**config.mk**
```make
export PLATFORM = sky130hd
export DESIGN_NAME = midi_irq_arbiter
export DESIGN_NICKNAME = d
export VERILOG_FILES = /design/src/rtl/midi_irq_arbiter_pkg.sv /design/src/rtl/midi_irq_arbiter_sync.sv /design/src/rtl/midi_irq_arbiter.sv
export SDC_FILE = /design/constraint.sdc
export NUM_CORES = 1
export LEC_CHECK = 0
export BUFFER_PORTS_ARGS = -buffer_cell sky130_fd_sc_hd__buf_2
export CAP_MARGIN = 20
export CORE_UTILIZATION = 30
export DETAILED_ROUTE_END_ITERATION = 8
export PLACE_DENSITY = 0.58
export SLEW_MARGIN = 30
export SYNTH_ARGS = -nofsm -noshare
export SYNTH_HDL_FRONTEND = slang
export SYNTH_SLANG_ARGS = --single-unit
```
**constraint.sdc**
```tcl
create_clock -name clk -period 4.1 [get_ports clk]
set_input_delay 0.615 -clock clk [delete_from_list [all_inputs] [get_ports clk]]
set_output_delay 0.615 -clock clk [all_outputs]
set_load 0.02 [all_outputs]
```
**src/rtl/midi_irq_arbiter_pkg.sv**
```systemverilog
// Shared types and constants for the MIDI cartridge interrupt arbiter.
// Source indices double as the fixed priority order (higher index wins).
package midi_irq_arbiter_pkg;

  localparam int NUM_SRC = 4;

  localparam int SRC_RX  = 0;
  localparam int SRC_TX  = 1;
  localparam int SRC_ERR = 2;
  localparam int SRC_TMR = 3;

  typedef enum logic [1:0] {
    IDLE   = 2'd0,
    ASSERT = 2'd1,
    GAP    = 2'd2
  } state_t;

  // One-hot of the highest-priority set bit, or zero when nothing is set.
  function automatic logic [NUM_SRC-1:0] prio_onehot(input logic [NUM_SRC-1:0] v);
    logic [NUM_SRC-1:0] r;
    r = '0;
    if (v[SRC_TMR])      r[SRC_TMR] = 1'b1;
    else if (v[SRC_ERR]) r[SRC_ERR] = 1'b1;
    else if (v[SRC_TX])  r[SRC_TX]  = 1'b1;
    else if (v[SRC_RX])  r[SRC_RX]  = 1'b1;
    return r;
  endfunction

endpackage

```
**src/rtl/midi_irq_arbiter_sync.sv**
```systemverilog
// Multi-flop synchronizer for one asynchronous event line, followed by a
// registered rising-edge detector producing a single-cycle pulse.
module midi_sync_edge #(
  parameter int SYNC_STAGES = 2
) (
  input  logic clk,
  input  logic reset_n,
  input  logic din,
  output logic rise
);

  logic [SYNC_STAGES-1:0] sync_reg;
  logic                   prev_reg;
  logic                   rise_reg;

  always_ff @(posedge clk or negedge reset_n) begin
    if (!reset_n) begin
      sync_reg <= '0;
      prev_reg <= 1'b0;
      rise_reg <= 1'b0;
    end else begin
      sync_reg <= {sync_reg[SYNC_STAGES-2:0], din};
      prev_reg <= sync_reg[SYNC_STAGES-1];
      rise_reg <= sync_reg[SYNC_STAGES-1] & ~prev_reg;
    end
  end

  assign rise = rise_reg;

endmodule

```
**src/rtl/midi_irq_arbiter.sv**
```systemverilog
// Latches MIDI cartridge events as pending flags and presents one masked,
// fixed-priority source at a time to the CPU until it is acknowledged.
module midi_irq_arbiter
  import midi_irq_arbiter_pkg::*;
#(
  parameter int SYNC_STAGES = 2
) (
  input  logic               clk,
  input  logic               reset_n,
  input  logic [NUM_SRC-1:0] req,
  input  logic [NUM_SRC-1:0] mask,
  input  logic [NUM_SRC-1:0] clr_pend,
  input  logic               ack,
  output logic [NUM_SRC-1:0] grant,
  output logic               irq_n,
  output logic [NUM_SRC-1:0] pending,
  output logic               busy
);

  logic [NUM_SRC-1:0] rise;

  generate
    for (genvar gi = 0; gi < NUM_SRC; gi++) begin : g_sync
      midi_sync_edge #(
        .SYNC_STAGES(SYNC_STAGES)
      ) u_sync (
        .clk    (clk),
        .reset_n(reset_n),
        .din    (req[gi]),
        .rise   (rise[gi])
      );
    end
  endgenerate

  state_t             state_reg, state_next;
  logic [NUM_SRC-1:0] pending_reg, pending_next;
  logic [NUM_SRC-1:0] grant_reg, grant_next;
  logic               irq_n_reg, irq_n_next;
  logic [NUM_SRC-1:0] eligible;
  logic [NUM_SRC-1:0] ack_clr;

  always_ff @(posedge clk or negedge reset_n) begin
    if (!reset_n) begin
      state_reg   <= IDLE;
      pending_reg <= '0;
      grant_reg   <= '0;
      irq_n_reg   <= 1'b1;
    end else begin
      state_reg   <= state_next;
      pending_reg <= pending_next;
      grant_reg   <= grant_next;
      irq_n_reg   <= irq_n_next;
    end
  end

  always_comb begin
    eligible = pending_reg & mask;
    ack_clr  = (state_reg == ASSERT && ack) ? grant_reg : '0;
    // New edges are OR-ed in last so a coincident clear never loses an event.
    pending_next = (pending_reg & ~clr_pend & ~ack_clr) | rise;

    state_next = state_reg;
    grant_next = grant_reg;
    irq_n_next = irq_n_reg;

    case (state_reg)
      IDLE: begin
        if (|eligible) begin
          grant_next = prio_onehot(eligible);
          irq_n_next = 1'b0;
          state_next = ASSERT;
        end
      end
      ASSERT: begin
        // Ack, mask drop and software clear all release the grant the same way.
        if (ack || ((grant_reg & mask) == '0) || ((grant_reg & pending_next) == '0)) begin
          grant_next = '0;
          irq_n_next = 1'b1;
          state_next = GAP;
        end
      end
      GAP: begin
        grant_next = '0;
        irq_n_next = 1'b1;
        state_next = IDLE;
      end
      default: begin
        grant_next = '0;
        irq_n_next = 1'b1;
        state_next = IDLE;
      end
    endcase
  end

  assign grant   = grant_reg;
  assign irq_n   = irq_n_reg;
  assign pending = pending_reg;
  assign busy    = (state_reg != IDLE);

endmodule

```
==> summary.md, run 1 <==
| Metric | Value |
|---|---|
| Total gr overflow | 0 |
| Area delta synth->final | 19.72% |
| Share of total power in combinational logic | 27.8% |
| Simple-Gate Fraction of Synth Area | 13.81% |
| Clk buf depth | 2 |
| Initial Util | 31.51% |
| Final period utilization | 47.79% |
| Max-slew headroom | 59.83% |
| Finished Core Util | 37.72% |
| Core Region | 0.003363 mm^2 |
| Register area | 676.9 um^2 |
| Clk sink count | 27 |
| Post-Syn Area | 0.001060 mm^2 |
| Post-DRT Antenna Nets | 0 |
| Chip height | 61.44 um |
| Pint | 416.6 uW |
| Reg power frac | 52.7% |
| Dpl hpwl | 1.432 mm |
| Routed wire length | 1.974 mm |
| Origin of the critical flop-to-flop path | grant[1]$_DFFE_PN0P_ |
| Pwr dens | 508.8 mW/mm^2 |
| Ports | 25 |
| Largest family of logic cells by synthesized area | compound AO/OA/AOI/OAI gates |
| CTS hold repair buffers | 0 |
| Max Slew Vio Count | 0 |
| Largest cells by area after synthesis | dfrtp_1, inv_1, a22oi_1, nand2_1, nand3b_1 |
| Final setup TNS | 0 ns |
| Yosys warnings | 0 |
| Vias per cell | 4.684 |
| Hold Path Class | in -> async |
| P_sw | 228.9 uW |
| XOR/XNOR share of the synthesized area | 0% |
| Synth Area in Compound Gates | 18.77% |
| Adder-Cell Fraction of Synth Area | 0% |
| First-pass GRT wire length | 3.222 mm |
| RSZ-0062 raised after global routing | false |
| Drt wl/cell | 12.49 um |
| Initial antenna violation count | 0 |
| Final Hold Viols | 0 |
| Synth top area share | 61.39% |
| CTS buffer count | 3 |
| Peak supply drop | 0.0002228 V |
| Reg2reg setup slack | 2.57 ns |
| # rows | 21 |
| Max Cap Viol | 0 |
| Clock power share | 19.5% |
| Die area | 0.003774 mm^2 |
| Setup Buffers After CTS | 0 |
| CTS tree | yes |
| GP Congestion | 0.7563 |
| Share of layout cells above drive strength 1 | 33.04% |
| Critical path peak fanout | 5 |
| Worst Tran Pin Value | 0.6025 ns |
| Nets | 128 |
| Seq cells post-synth | 27 |
| Endpoints failing setup | 0 |
| Worst R2R End | state_reg[1]$_DFFE_PN0P_ |
| Clk slew on worst S/H paths | 0.16 ns |
| DRC viols | 0 |
| Crit end category | primary output |
| Arrival time worst endpoint | 1.34 ns |
| Post-Syn Instances | 84 |
| Static Leak | 0.5897 nW |
| # fillers | 374 |
| Largest net degree at the start of global routing | 28 |
| Startpoint Class | register |
| Post-CTS sizing | 0 |
| F_max | 510.4 MHz |
| TritonRoute pass-1 iters | 4 |
| Mean post-synth cell area | 12.62 um^2 |
| Vias in the first global route | 711 |
| Die W | 61.44 um |
| Buffers added on ports | 24 |
| Clock Skew | 0.004571 ns |
| Mux share of post-synthesis cell area | 0% |
| Final Critical Period | 1.959 ns |
| Syn Nets | 99 |
| Clock Tree Root | clkbuf_4 |
| H-Tree Depth | 1 |
| DRT iter0 DRCs | 45 |
| Area occupied by multi-input gates | 345.3 um^2 |
| Skew-Pair Late Insertion Delay | 0.33 ns |
| R2R cell count | 4 |
| Count of cell types in the netlist | 27 |
| Total GRT Usage | 12.10% |
| Outcome | finished clean |
| Max reg flops | 8 |
| Seq/Total Area, Yosys | 63.87% |
| Synth area leader | dfrtp_1 |
| Critical Path RT | 3.48 ns |
| # diodes | 0 |
| DR vias | 740 |
| CP Class | reg -> out |
| Switching part of the total | 35.46% |
## per-layer routing
layer  wire (um)  track usage (%)  share of wire (%)  up-vias
met4           0            1.905                  0        0
met1         885            15.34                 45      360
met2         970            20.34                 49       28
li1            -                -                  -      352
met3         118            4.412                6.0        0
met5           0                0                  0        -
## cell usage after synthesis
library cell  count
o21ai_1           4
o211a_1           1
a31o_2            2
nor3b_4           1
o21bai_1          1
a22o_1            1
a21oi_1           1
a211oi_2          1
nor2_1            1
nand4_1           1
inv_1            10
nand3_1           1
or2_2             1
dfstp_2           1
a2111oi_4         1
a22oi_1           4
a2bb2oi_1         2
o21ai_2           1
a211oi_1          1
nand3b_1          4
nor3b_1           2
a211o_1           1
a31o_1            2
dfrtp_1          26
nor2_2            1
nand2_1           8
nor2b_1           4
## area by class of cell
cell class | count | share of cell area, %
clock inverter | 1 | 0.6903
inverter | 10 | 2.959
sequential | 27 | 53.35
multi-input combinational | 47 | 27.22
clock buffer | 3 | 1.775
tap | 46 | 4.536
timing repair buffer | 24 | 9.467
## cell families (layout without fill, tap and decap cells)
family	Yosys count	after routing
buf+inv	10	38
flops	27	27
compound gates	23	23
simple gates	24	24
## how the worst max path moves through the flow
stage | start | cells past startpoint | slack (ns) | end
floorplan | mask[1] | 4 | 2.60 | state_reg[1]$_DFFE_PN0P_
global placement | mask[1] | 5 | 2.38 | state_reg[1]$_DFFE_PN0P_
detailed placement | mask[3] | 5 | 2.35 | grant[3]$_DFFE_PN0P_
CTS | state_reg[1]$_DFFE_PN0P_ | 2 | 2.13 | busy
global route | state_reg[1]$_DFFE_PN0P_ | 2 | 2.10 | busy
finish | state_reg[1]$_DFFE_PN0P_ | 2 | 2.14 | busy
## layout by cell type, fill, tap and decap left out
cell type and count:
a31o_1 2, nand3_1 1, o21bai_1 1, nor3b_4 1, a2bb2oi_1 2, nor2b_1 4
clkbuf_4 3, o211a_1 1, nor3b_1 2, buf_2 24, a21oi_1 1, nand4_1 1
a211o_1 1, or2_2 1, nor2_2 1, dfstp_2 1, dfrtp_1 26, a31o_2 2
a211oi_1 1, a22oi_1 4, a211oi_2 1, o21ai_1 4, o21ai_2 1, inv_6 1
nand2_1 8, nor2_1 1, inv_1 10, nand3b_1 4, a2111oi_4 1, a22o_1 1
## power groups by stage
stage / logic (mW) / clock network, mW / registers (mW)
detailed placement: 0.181 / 0 / 0.345
global route: 0.201 / 0.141 / 0.346
global placement: 0.179 / 0 / 0.343
finish: 0.179 / 0.126 / 0.340
floorplan: 0.111 / 0 / 0.357
CTS: 0.181 / 0.134 / 0.339
## worst max-delay path: stages (launching register included)
cell and delay [ns]:
dfrtp_1 0.48, or2_2 0.36, buf_2 0.17
## stage by stage
stage | total power [mW] | instance area, um^2 | std cells | hold WS, ns | setup slack, ns
2_1_floorplan | 0.4675 | 1060 | 84 | 0.3194 | 2.597
3_3_place_gp | 0.5218 | 1237 | 154 | 0.3330 | 2.379
3_5_place_dp | 0.5256 | 1237 | 154 | 0.3364 | 2.348
4_1_cts | 0.6549 | 1269 | 158 | 0.2664 | 2.132
5_1_grt | 0.6884 | 1269 | 158 | 0.2863 | 2.101
6_report | 0.6455 | 1269 | 158 | 0.2567 | 2.141
Note: power is estimated with default switching activity, not from simulation.
==> run 2, diff against run 1 <==
Settings changed: PLACE_DENSITY 0.58 to 0.59.
Clock period 4.1 ns to 1.8 ns, I/O delays scaled along.
==> run 2 against run 1 <==
Core utilization up 0.60 points. Via count down 0.14%. Worst setup slack worse by 1.9 ns. Die area unchanged. Sequential share of layout area down 0.83 points. Non-clock buffer count up 2. Largest cell class unchanged. Largest power group unchanged.
==> summary.md, run 2 (same netlist as run 1, synthesis figures left out) <==
| Metric | Value |
|---|---|
| Outcome | finished clean |
| Share of layout cells above drive strength 1 | 32.46% (-0.58 points) |
| Hold depth | 1 |
| Critical path peak fanout | 5 (unchanged) |
| Post-Place Setup Slack | 0.3007 ns (-2.047 ns) |
| WL met3 | 100 um (-15%) |
| Max-slew headroom | 61.12% (+1.3 points) |
| Post-CTS sizing | 0 (unchanged) |
| CP cell instances | or2_2 -> buf_2 |
| H-Tree Depth | 1 (unchanged) |
| Max reg flops | 8 (unchanged) |
| HP Start | req[1] |
| Max Cap Viol | 0 (unchanged) |
| Crit path largest cell delay | 0.47 ns (about the same) |
| Initial antenna violation count | 0 (unchanged) |
| Crit. Startpoint | state_reg[1]$_DFFE_PN0P_ |
| DRT iter0 DRCs | 51 (+13%) |
| Crit end category | primary output |
| Worst R2R End | state_reg[1]$_DFFE_PN0P_ |
| Critical Path RT | 1.53 ns (-1.95 ns) |
| Most common cell after layout, fill and taps aside | dfrtp_1 |
| Total GRT Usage | 11.14% (-0.96 points) |
| Peak supply drop | 0.0004292 V (+93%) |
| Buf/Inv on CP | 1 (unchanged) |
| CP Class | reg -> out |
| Uppermost layer routed | met4 |
| Die W | 61.44 um (unchanged) |
| Hold Path Class | in -> reg |
| Met2 WL | 953 um (-1.8%) |
| Hold path endpoint | g_sync[1].u_sync.sync_reg[0]$_DFF_PN0_ |
| Final setup TNS | 0 ns (unchanged) |
| Final Critical Period | 1.605 ns |
| Worst setup margin | 0.1951 ns (-1.946 ns) |
| Clk sink count | 27 (unchanged) |
| Finished Core Util | 38.32% (+0.60 points) |
| Final Hold Viols | 0 (unchanged) |
| Nets | 130 (+1.6%) |
| Routed wire length | 1.892 mm (-4.2%) |
| Dpl hpwl | 1.434 mm (+0.14%) |
| Overall Power | 1.464 mW (+130%) |
| Endpoints failing setup | 0 (unchanged) |
| Core Region | 0.003363 mm^2 (unchanged) |
| Arrival time worst endpoint | 1.33 ns (about the same) |
| Die area | 0.003774 mm^2 (unchanged) |
| # fillers | 355 (-5.1%) |
| # diodes | 0 (unchanged) |
| Largest net degree at the start of global routing | 28 (unchanged) |
| Buffers added on ports | 24 (unchanged) |
| Drt wl/cell | 11.83 um (-5.4%) |
| WL met1 | 811 um (-8.4%) |
| R2R cell count | 4 (unchanged) |
| Static Leak | 0.5980 nW (+1.4%) |
| Clk slew on worst S/H paths | 0.15 ns (about the same) |
| CTS buffer count | 3 (unchanged) |
| Vias per cell | 4.619 (-1.4%) |
| Clock Tree Root | clkbuf_4 |
| Area delta synth->final | 21.61% |
| Pwr dens | 1136 mW/mm^2 (+120%) |
| CTS tree | yes |
| Total gr overflow | 0 (unchanged) |
| Ports | 25 (unchanged) |
| F_max | 623.1 MHz |
| First-pass GRT wire length | 3.001 mm (-6.9%) |
| Chip height | 61.44 um (unchanged) |
| Skew-Pair Late Insertion Delay | 0.33 ns (about the same) |
| Clk buf depth | 2 (unchanged) |
| RSZ-0062 raised after global routing | false |
| Worst Tran Pin Value | 0.5832 ns (-0.01934 ns) |
| # rows | 21 (unchanged) |
| DR vias | 739 (-0.14%) |
| CP max-delay cell | dfrtp_1 |
| Startpoint Class | register |
| TritonRoute pass-1 iters | 3 (-1) |
| Reg2reg setup slack | 0.31 ns (-2.26 ns) |
| Origin of the critical flop-to-flop path | grant[1]$_DFFE_PN0P_ |
| Final period utilization | 89.16% |
| Commonest cells after routing, fill and taps aside | dfrtp_1, buf_2, inv_1 |
| Post-DRT Antenna Nets | 0 (unchanged) |
| Clock Skew | 0.003648 ns (-0.0009227 ns) |
| GP Congestion | 0.8403 (+11%) |
| DRC viols | 0 (unchanged) |
| Vias in the first global route | 690 (-3.0%) |
| Family with the most delay on the worst path | flip-flops |
| Initial Util | 31.51% (unchanged) |
| Max Slew Vio Count | 0 (unchanged) |
| Critical path depth in cells | 2 (unchanged) |
-- run 2: cell count changes in the layout (fill, tap and decap cells not counted) --
cell / before / now
dlygate4sd3_1: 0 / 2
-- run 2: final cells by class --
class,instances,area [um^2],area share (%)
timing repair buffer,26,140.1,10.87
tap,46,57.56,4.466
clock buffer,3,22.52,1.748
clock inverter,1,8.758,0.6796
multi-input combinational,47,345.3,26.80
inverter,10,37.54,2.913
sequential,27,676.9,52.52
-- run 2: power by group --
| group | internal, mW | switching [mW] |
|---|---|---|
| clock | 0.0907 | 0.190 |
| sequential | 0.691 | 0.0809 |
| combinational | 0.170 | 0.242 |
-- run 2: how the worst max path moves through the flow --
| stage | slack [ns] | end |
|---|---|---|
| after detailed placement | 0.30 | state_reg[1]$_DFFE_PN0P_ |
| after global placement | 0.32 | state_reg[1]$_DFFE_PN0P_ |
| final | 0.20 | busy |
| after floorplan | 0.33 | state_reg[1]$_DFFE_PN0P_ |
| after global routing | 0.14 | busy |
| after CTS | 0.18 | busy |
-- run 2: worst reg2reg max path, stage by stage (launching register included) --
cell,delay [ns]
dfrtp_1,0.49
a22oi_1,0.18
a2111oi_4,0.40
o21ai_2,0.16
nor3b_1,0.17
-- run 2: what timing repair did --
action,4_1_cts,5_1_grt
setup buffers,0,0
hold buffers,1,1
endpoints found under the hold margin,26,1
-- run 2: through the flow --
stage	area (um^2)	std cells	hold WS, ns
after floorplan	1060	84	-0.02559
after global placement	1237	154	0.2976
after detailed placement	1237	154	0.3114
after CTS	1279	159	0.01169
after global routing	1289	160	0.002249
final	1289	160	0.03306
-- run 2: routing by layer --
metal,up-vias,track usage (%)
li1,354,-
met1,361,12.83
met2,20,19.41
met3,4,4.412
met4,0,2.857
met5,-,0
